**src/rtl/ball_position_buffer.sv**
```systemverilog
// ball_position_buffer: double-buffered ball table; the host fills the shadow bank and the
// active bank takes a copy of it only on a frame-end pulse, so a frame never shows a torn table.
module ball_position_buffer #(
   parameter int N_BALLS = 11,
   parameter int X_W = 10,
   parameter int Y_W = 9
) (
   input  logic                   iCLK,
   input  logic                   iRST_n,
   input  logic                   iWrEn,
   input  logic [3:0]             iWrAddr,
   input  logic [X_W-1:0]         iWrX,
   input  logic [Y_W-1:0]         iWrY,
   input  logic                   iClear,
   input  logic                   iPlayer,
   input  logic [1:0]             iScreenType,
   input  logic                   iCommit,
   input  logic                   iEndFrame,
   output logic [N_BALLS*X_W-1:0] oX,
   output logic [N_BALLS*Y_W-1:0] oY,
   output logic                   oPlayer,
   output logic [1:0]             oScreenType,
   output logic                   oCommitPending,
   output logic                   oCommitDone,
   output logic                   oWrErr,
   output logic [15:0]            oFrameCnt
);
   typedef enum logic [1:0] {IDLE, ARMED, DONE} state_t;
   localparam logic [3:0] LAST = 4'(N_BALLS - 1);
   logic [X_W-1:0] shX [N_BALLS];
   logic [Y_W-1:0] shY [N_BALLS];
   logic [X_W-1:0] acX [N_BALLS];
   logic [Y_W-1:0] acY [N_BALLS];
   logic           shPlayer;
   logic [1:0]     shScreenType;
   logic           inRange;
   state_t         state, nextState;
   assign inRange = iWrAddr <= LAST;
   assign oCommitPending = state == ARMED;
   assign oCommitDone = state == DONE;
   // IDLE and DONE both arm on iCommit; only ARMED looks at iEndFrame
   always_comb begin
      nextState = (state == ARMED) ? (iEndFrame ? DONE : ARMED) : (iCommit ? ARMED : IDLE);
   end
   always_ff @(posedge iCLK or negedge iRST_n) begin
      if (!iRST_n) begin
         state <= IDLE;
         oWrErr <= 1'b0;
         oFrameCnt <= '0;
      end else begin
         state <= nextState;
         oWrErr <= iWrEn && !inRange;
         oFrameCnt <= oFrameCnt + 16'(iEndFrame);
      end
   end
   // a write on the same edge as a clear wins for its own slot
   always_ff @(posedge iCLK or negedge iRST_n) begin
      if (!iRST_n) begin
         for (int k = 0; k < N_BALLS; k++) begin
            shX[k] <= '0;
            shY[k] <= '0;
         end
         shPlayer <= 1'b0;
         shScreenType <= '0;
      end else begin
         for (int k = 0; k < N_BALLS; k++) begin
            if (iClear) begin
               shX[k] <= '0;
               shY[k] <= '0;
            end
         end
         if (iWrEn && inRange) begin
            shX[iWrAddr] <= iWrX;
            shY[iWrAddr] <= iWrY;
         end
         shPlayer <= iPlayer;
         shScreenType <= iScreenType;
      end
   end
   always_ff @(posedge iCLK or negedge iRST_n) begin
      if (!iRST_n) begin
         for (int k = 0; k < N_BALLS; k++) begin
            acX[k] <= '0;
            acY[k] <= '0;
         end
         oPlayer <= 1'b0;
         oScreenType <= '0;
      end else if (state == ARMED && iEndFrame) begin
         for (int k = 0; k < N_BALLS; k++) begin
            acX[k] <= shX[k];
            acY[k] <= shY[k];
         end
         oPlayer <= shPlayer;
         oScreenType <= shScreenType;
      end
   end
   for (genvar g = 0; g < N_BALLS; g++) begin : g_pack
      assign oX[g*X_W +: X_W] = acX[g];
      assign oY[g*Y_W +: Y_W] = acY[g];
   end
endmodule

```
**config.mk**
```make
export PLATFORM = sky130hd
export DESIGN_NAME = ball_position_buffer
export DESIGN_NICKNAME = d
export VERILOG_FILES = /design/src/rtl/ball_position_buffer.sv
export SDC_FILE = /design/constraint.sdc
export NUM_CORES = 1
export LEC_CHECK = 0
export BUFFER_PORTS_ARGS = -buffer_cell sky130_fd_sc_hd__buf_2
export CAP_MARGIN = 40
export CORE_MARGIN = 2
export CORE_UTILIZATION = 30
export CTS_BUF_LIST = sky130_fd_sc_hd__clkbuf_8
export CTS_CLUSTER_DIAMETER = 150
export DETAILED_ROUTE_END_ITERATION = 16
export HOLD_SLACK_MARGIN = 0.03
export PLACE_DENSITY = 0.48
export REMOVE_ABC_BUFFERS = 1
export SLEW_MARGIN = 20
export SYNTH_ARGS = -nofsm -noshare
export SYNTH_HDL_FRONTEND = slang
export SYNTH_SLANG_ARGS = --single-unit
```
**constraint.sdc**
```tcl
create_clock -name iCLK -period 2.4 [get_ports iCLK]
set_input_delay 0.72 -clock iCLK [delete_from_list [all_inputs] [get_ports iCLK]]
set_output_delay 0.72 -clock iCLK [all_outputs]
set_load 0.02 [all_outputs]
```
==> results.cfg, run 1 <==
[setup_path]
critPathLaunch = state[1]
critPathArrivalTime_ps = 1540
cp-start-kind = flip-flop
r2r-start = state[0]
regToRegSetupSlack_ps = 720
cp.required_ps = 1680
worst_setup_path_end_kind = primary output
worstSetupPathType = reg -> out
r2r_end = oX[11]
reg2regPathDepth = 5
path_max_fanout = 3

[floorplanning]
die_area_um2 = 62400
dieHeight_um = 250
start_util = 0.302
num_io_pins = 263
die_x_um = 250
rows = 90
core_um2 = 60000

[synth]
synthMostInstantiatedCell = dfrtp_1
ys_types = 30
synth_flop_cell = dfrtp_1
synth_compound_area_frac = 0.000276
synth-simple-area-share = 0.0898
avgSynthCellArea_um2 = 14.8
synth_cells = 1224
synth_top_family_by_area = multiplexers
yosys_warnings = 0
synth_edf_count = 0
synth_area_leader_cell = dfrtp_1
synthMuxAreaShare = 0.266
netlist.area_leader.share = 0.612
yosys_register_bits = 443
seq_area_frac_synth = 0.612
mappedNetlistArea_um2 = 18100
synth_fa_ha_area_frac = 0.00207
synthTopCellsByArea = dfrtp_1 (61%), mux2_2 (25%), nor2b_1 (7.3%)
synthTopCellsByCount = dfrtp_1 (443), mux2_2 (401), nor2b_1 (211)
async_flop_share = 1.00
synthXorXnorAreaFrac = 0.00677

[timing]
max_freq_mhz = 442
timing.final.crit_share = 0.943
relSlewSlack = 0.676
worst_pin_slew_ps = 485
skew_ps = 18.5
grt_setup_unrepaired = false
tns_ps = 0
slew_violations = 0
finalCriticalPeriod_ps = 2260
setup_violations = 0
finalHoldViolCount = 0

[worst_hold_path]
worstHoldEndpoint = shScreenType[1]
hp-class = in -> reg
min_from = iScreenType[1]
hold_path_depth = 1

[finish]
drive_gt1_frac = 0.545
syn_to_final_growth_pct = 23.8
nets = 1581
finalInstanceArea_um2 = 22400
fin_util = 0.374
fillers = 5740

[pwr]
peakVddDrop_mv = 0.365
power.leakage_nw = 11.9
p_total_w = 0.0177
power_density_nw_per_um2 = 788

[global_route]
grt_pass1_vias = 11273
grt_antenna_before_repair = 3
grtUsageTotal = 0.154
grt_pass1_wl_mm = 73.1
grt_overflow = 0
grt_start_max_net_pins = 63

[route]
via_per_inst = 4.44
vias = 10599
first_pass_iters = 4
drtIter0Drc = 469
drc = 0
wire_per_inst_um = 19.9
drt_wl_total_mm = 47.5
antenna_left = 0

[placement]
io_buffers = 262
routabilityCongestion = 0.719
placed_area_um2 = 20700
dp_hpwl_mm = 30.4

[job]
max_cap_violations = 0

[clock_tree]
cts.sinks = 443
root_buffer = clkbuf_8
clkLatencyLatePin_ps = 670
clk_pin_slew_worst_paths_ps = 60
htreeDepth = 3
cts_buffer_depth = 3
tritoncts = built
numCtsBuffers = 82

[status]
outcome = finished, final reports clean
timing repair:
action | 4_1_cts | 5_1_grt
hold buffers | 1 | 0
endpoints found under the hold margin | 34 | 0
setup buffers | 0 | 0
resized for setup | 0 | 0
cells by family after synthesis:
| group | after synthesis |
|---|---|
| mux | 421 |
| fa+ha+maj | 3 |
| buf+inv | 84 |
| xor+xnor | 14 |
| flops | 443 |
| simple gates | 258 |
| compound gates | 1 |
critical path, cell delays in order, from the launching register on:
cell and delay, ps:
dfrtp_1 370, nor2b_1 290, buf_2 230
per-stage QoR:
step / instances / hold slack, ps / setup WS, ps
floorplan: 1141 / 424 / -4000
global placement: 2243 / 451 / 231
detailed placement: 2243 / 467 / 209
CTS: 2387 / 97.7 / 58.6
global route: 2388 / 107 / 21.6
finish: 2388 / 171 / 136
per-layer routing:
| layer | up-vias | track usage | share of wire |
|---|---|---|---|
| met5 | - | 0 | 0.00027 |
| met4 | 2 | 0.0527 | 0.025 |
| met3 | 84 | 0.0439 | 0.052 |
| met2 | 216 | 0.241 | 0.47 |
| met1 | 5467 | 0.205 | 0.45 |
| li1 | 4830 | - | - |
worst max-delay path by stage:
stage                          end  slack, ps
floorplan                  oPlayer      -4000
global placement           shX[61]        230
detailed placement         shX[60]        210
CTS                 oCommitPending         60
global route        oCommitPending         20
finish              oCommitPending        140
sequential cells by signal, summed over array words and instances, names as in the netlist:
name          cells
oX              110
shX             110
oY               99
shY              99
oFrameCnt        16
oScreenType       2
shScreenType      2
state             2
oPlayer           1
oWrErr            1
shPlayer          1
cell type report:
class | instances | area, µm² | area share
antenna | 1 | 2.50 | 0.000112
clock inverter | 35 | 194 | 0.00865
timing repair buffer | 321 | 2040 | 0.0908
tap | 782 | 978 | 0.0436
multi-input combinational | 697 | 6640 | 0.296
inverter | 1 | 3.75 | 0.000167
clock buffer | 108 | 1490 | 0.0663
sequential | 443 | 11100 | 0.494
power breakdown:
part	total [W]	internal [W]	leakage, nW	switching [W]
Combinational	0.00219	0.000880	4.90	0.00131
Clock	0.00734	0.00411	0.929	0.00323
Sequential	0.00814	0.00787	6.11	0.000272
Total	0.0177	0.0129	11.9	0.00481
cell usage in the layout (no fill, tap or decap), drive strengths merged, types with 5 or more instances in the layout:
cell type / count
nor2: 10
inv: 24
nand4: 5
nand2: 8
xor2: 7
dfrtp: 443
nor2b: 211
buf: 320
mux2: 421
clkbuf: 108
clkinvlp: 7
xnor2: 7
(Power assumes the default switching activity.)
==> inputs of run 2 (changes only) <==
--- a/config.mk
+++ b/config.mk
@@ -9,12 +9,11 @@
 export CAP_MARGIN = 40
 export CORE_MARGIN = 2
 export CORE_UTILIZATION = 30
-export CTS_BUF_LIST = sky130_fd_sc_hd__clkbuf_8
+export CTS_BUF_LIST = sky130_fd_sc_hd__clkbuf_8 sky130_fd_sc_hd__clkbuf_16
 export CTS_CLUSTER_DIAMETER = 150
 export DETAILED_ROUTE_END_ITERATION = 16
 export HOLD_SLACK_MARGIN = 0.03
 export PLACE_DENSITY = 0.48
-export REMOVE_ABC_BUFFERS = 1
 export SLEW_MARGIN = 20
 export SYNTH_ARGS = -nofsm -noshare
 export SYNTH_HDL_FRONTEND = slang
==> results.cfg, run 2 (synthesized netlist as in run 1, its figures left out) <==
[route]
drtIter0Drc = 355
antenna_left = 0
first_pass_iters = 4
via_per_inst = 4.50
drt_wl_total_mm = 47.6
vias = 10434
drc = 0
wire_per_inst_um = 20.5

[global_route]
grt_antenna_before_repair = 0
grt_overflow = 0
grtUsageTotal = 0.154
grt_start_max_net_pins = 82
grt_pass1_vias = 11343
grt_pass1_wl_mm = 73.2

[finish]
drive_gt1_frac = 0.526
final_common_cell = dfrtp_1
syn_to_final_growth_pct = 22.9
mostFrequentLayoutCells = dfrtp_1 (443), mux2_2 (401), buf_2 (260), nor2b_1 (211), clkbuf_16 (52)
antenna_cells = 0
fillers = 5794
multiInputGateArea_um2 = 6620
finalInstanceArea_um2 = 22300
nets = 1539
seq_area_um2 = 11100

[pwr]
power_density_nw_per_um2 = 800
peakVddDrop_mv = 0.513
internal-power_w = 0.0131
clock_power_share = 0.416
pwr-share-seq = 0.457
switchingPower_w = 0.00466
power.leakage_nw = 11.8
p_total_w = 0.0178
comb_power_share = 0.126
switching_share = 0.262

[timing]
max_freq_mhz = 464
slew_violations = 0
relSlewSlack = 0.670
tns_ps = 0
timing.final.crit_share = 0.898
worst_pin_slew_ps = 495
finalCriticalPeriod_ps = 2150
finalHoldViolCount = 0
setup_violations = 0
skew_ps = 23.2
grt_setup_unrepaired = false
holdWs_ps = 265

[clock_tree]
cts_buffer_depth = 3
htreeDepth = 2
cts.sinks = 443
clkLatencyLatePin_ps = 590
tritoncts = built
numCtsBuffers = 51
root_buffer = clkbuf_16
clk_pin_slew_worst_paths_ps = 50
cts_resized = 0

[setup_path]
regToRegSetupSlack_ps = 710
path_max_fanout = 3
critPathArrivalTime_ps = 1430
cp-start-kind = flip-flop
worst_setup_path_end_kind = primary output
cpMaxStageDelayCell = dfrtp_1
reg2regPathDepth = 5
worstSetupPathType = reg -> out
cp.required_ps = 1680
path_cells = nor2b_1 > buf_2
slowest_delay_ps = 370

[placement]
dp_hpwl_mm = 30.5
routabilityCongestion = 0.744
io_buffers = 262
placed_area_um2 = 20700

[worst_hold_path]
hp-class = in -> reg
hold_path_depth = 1

[floorplanning]
dieHeight_um = 250
num_io_pins = 263
rows = 90
die_x_um = 250
die_area_um2 = 62400
start_util = 0.302
core_um2 = 60000

[synth]
syn-num-nets = 1259

[job]
max_cap_violations = 0

[status]
outcome = finished, final reports clean
[run 2: cell count changes in the layout (fill, tap and decap cells not counted), sizes merged]
cell / delta
buf: -11
bufinv: +1
clkbuf: -47
clkinvlp: -7
inv: -5
diode: -1
[run 2: cell type report]
cell class,count,area share
repair buffers,310,0.0894
flip-flops and latches,443,0.498
clock inverters,24,0.00736
well taps,782,0.0439
inverters,1,0.000169
multi-input cells,697,0.297
clock buffers,61,0.0640
[run 2: repair_timing]
item | CTS | global route
hold buffers | 1 | 0
endpoints found under the hold margin | 15 | 0
buffers inserted | 0 | 0
[run 2: layer usage]
| metal | global-route usage | share of wire | vias up |
|---|---|---|---|
| li1 | - | - | 4722 |
| met1 | 0.218 | 0.48 | 5432 |
| met2 | 0.246 | 0.46 | 217 |
| met3 | 0.0294 | 0.045 | 63 |
| met4 | 0.0339 | 0.017 | 0 |
| met5 | 0 | 0 | - |
[run 2: power groups by stage]
stage                     combinational, W  clock [W]  sequential, W
after floorplan                   0.000921          0        0.00858
after global placement             0.00229          0        0.00827
after detailed placement           0.00231          0        0.00828
after CTS                          0.00231    0.00771        0.00815
after global routing               0.00243    0.00797        0.00820
final                              0.00225    0.00741        0.00814
[run 2: metrics by stage]
stage / utilization / instances / setup slack, ps
final: 0.371 / 2318 / 246
after global routing: 0.371 / 2318 / 139
after CTS: 0.371 / 2318 / 192
after detailed placement: 0.344 / 2232 / 255
after global placement: 0.344 / 2232 / 261
after floorplan: - / 1224 / 348
[run 2: worst max-delay path: cells and delay by family, from the launching register on]
| family | cells | cell delay, ps |
|---|---|---|
| buffers and inverters | 1 | 230 |
| DFF | 1 | 370 |
| and+or+nand+nor | 1 | 270 |
[run 2: path summary, 6_finish.rpt]
| path | start | end |
|---|---|---|
| worst max-delay path | state[1] | oCommitPending |
| min in group asynchronous | iRST_n | shX[84] |
| worst max register to register | state[1] | oScreenType[1] |
| max in group asynchronous | iRST_n | oX[98] |
| worst min-delay path | iScreenType[0] | shScreenType[0] |
| worst min register to register | oFrameCnt[15] | oFrameCnt[15] |
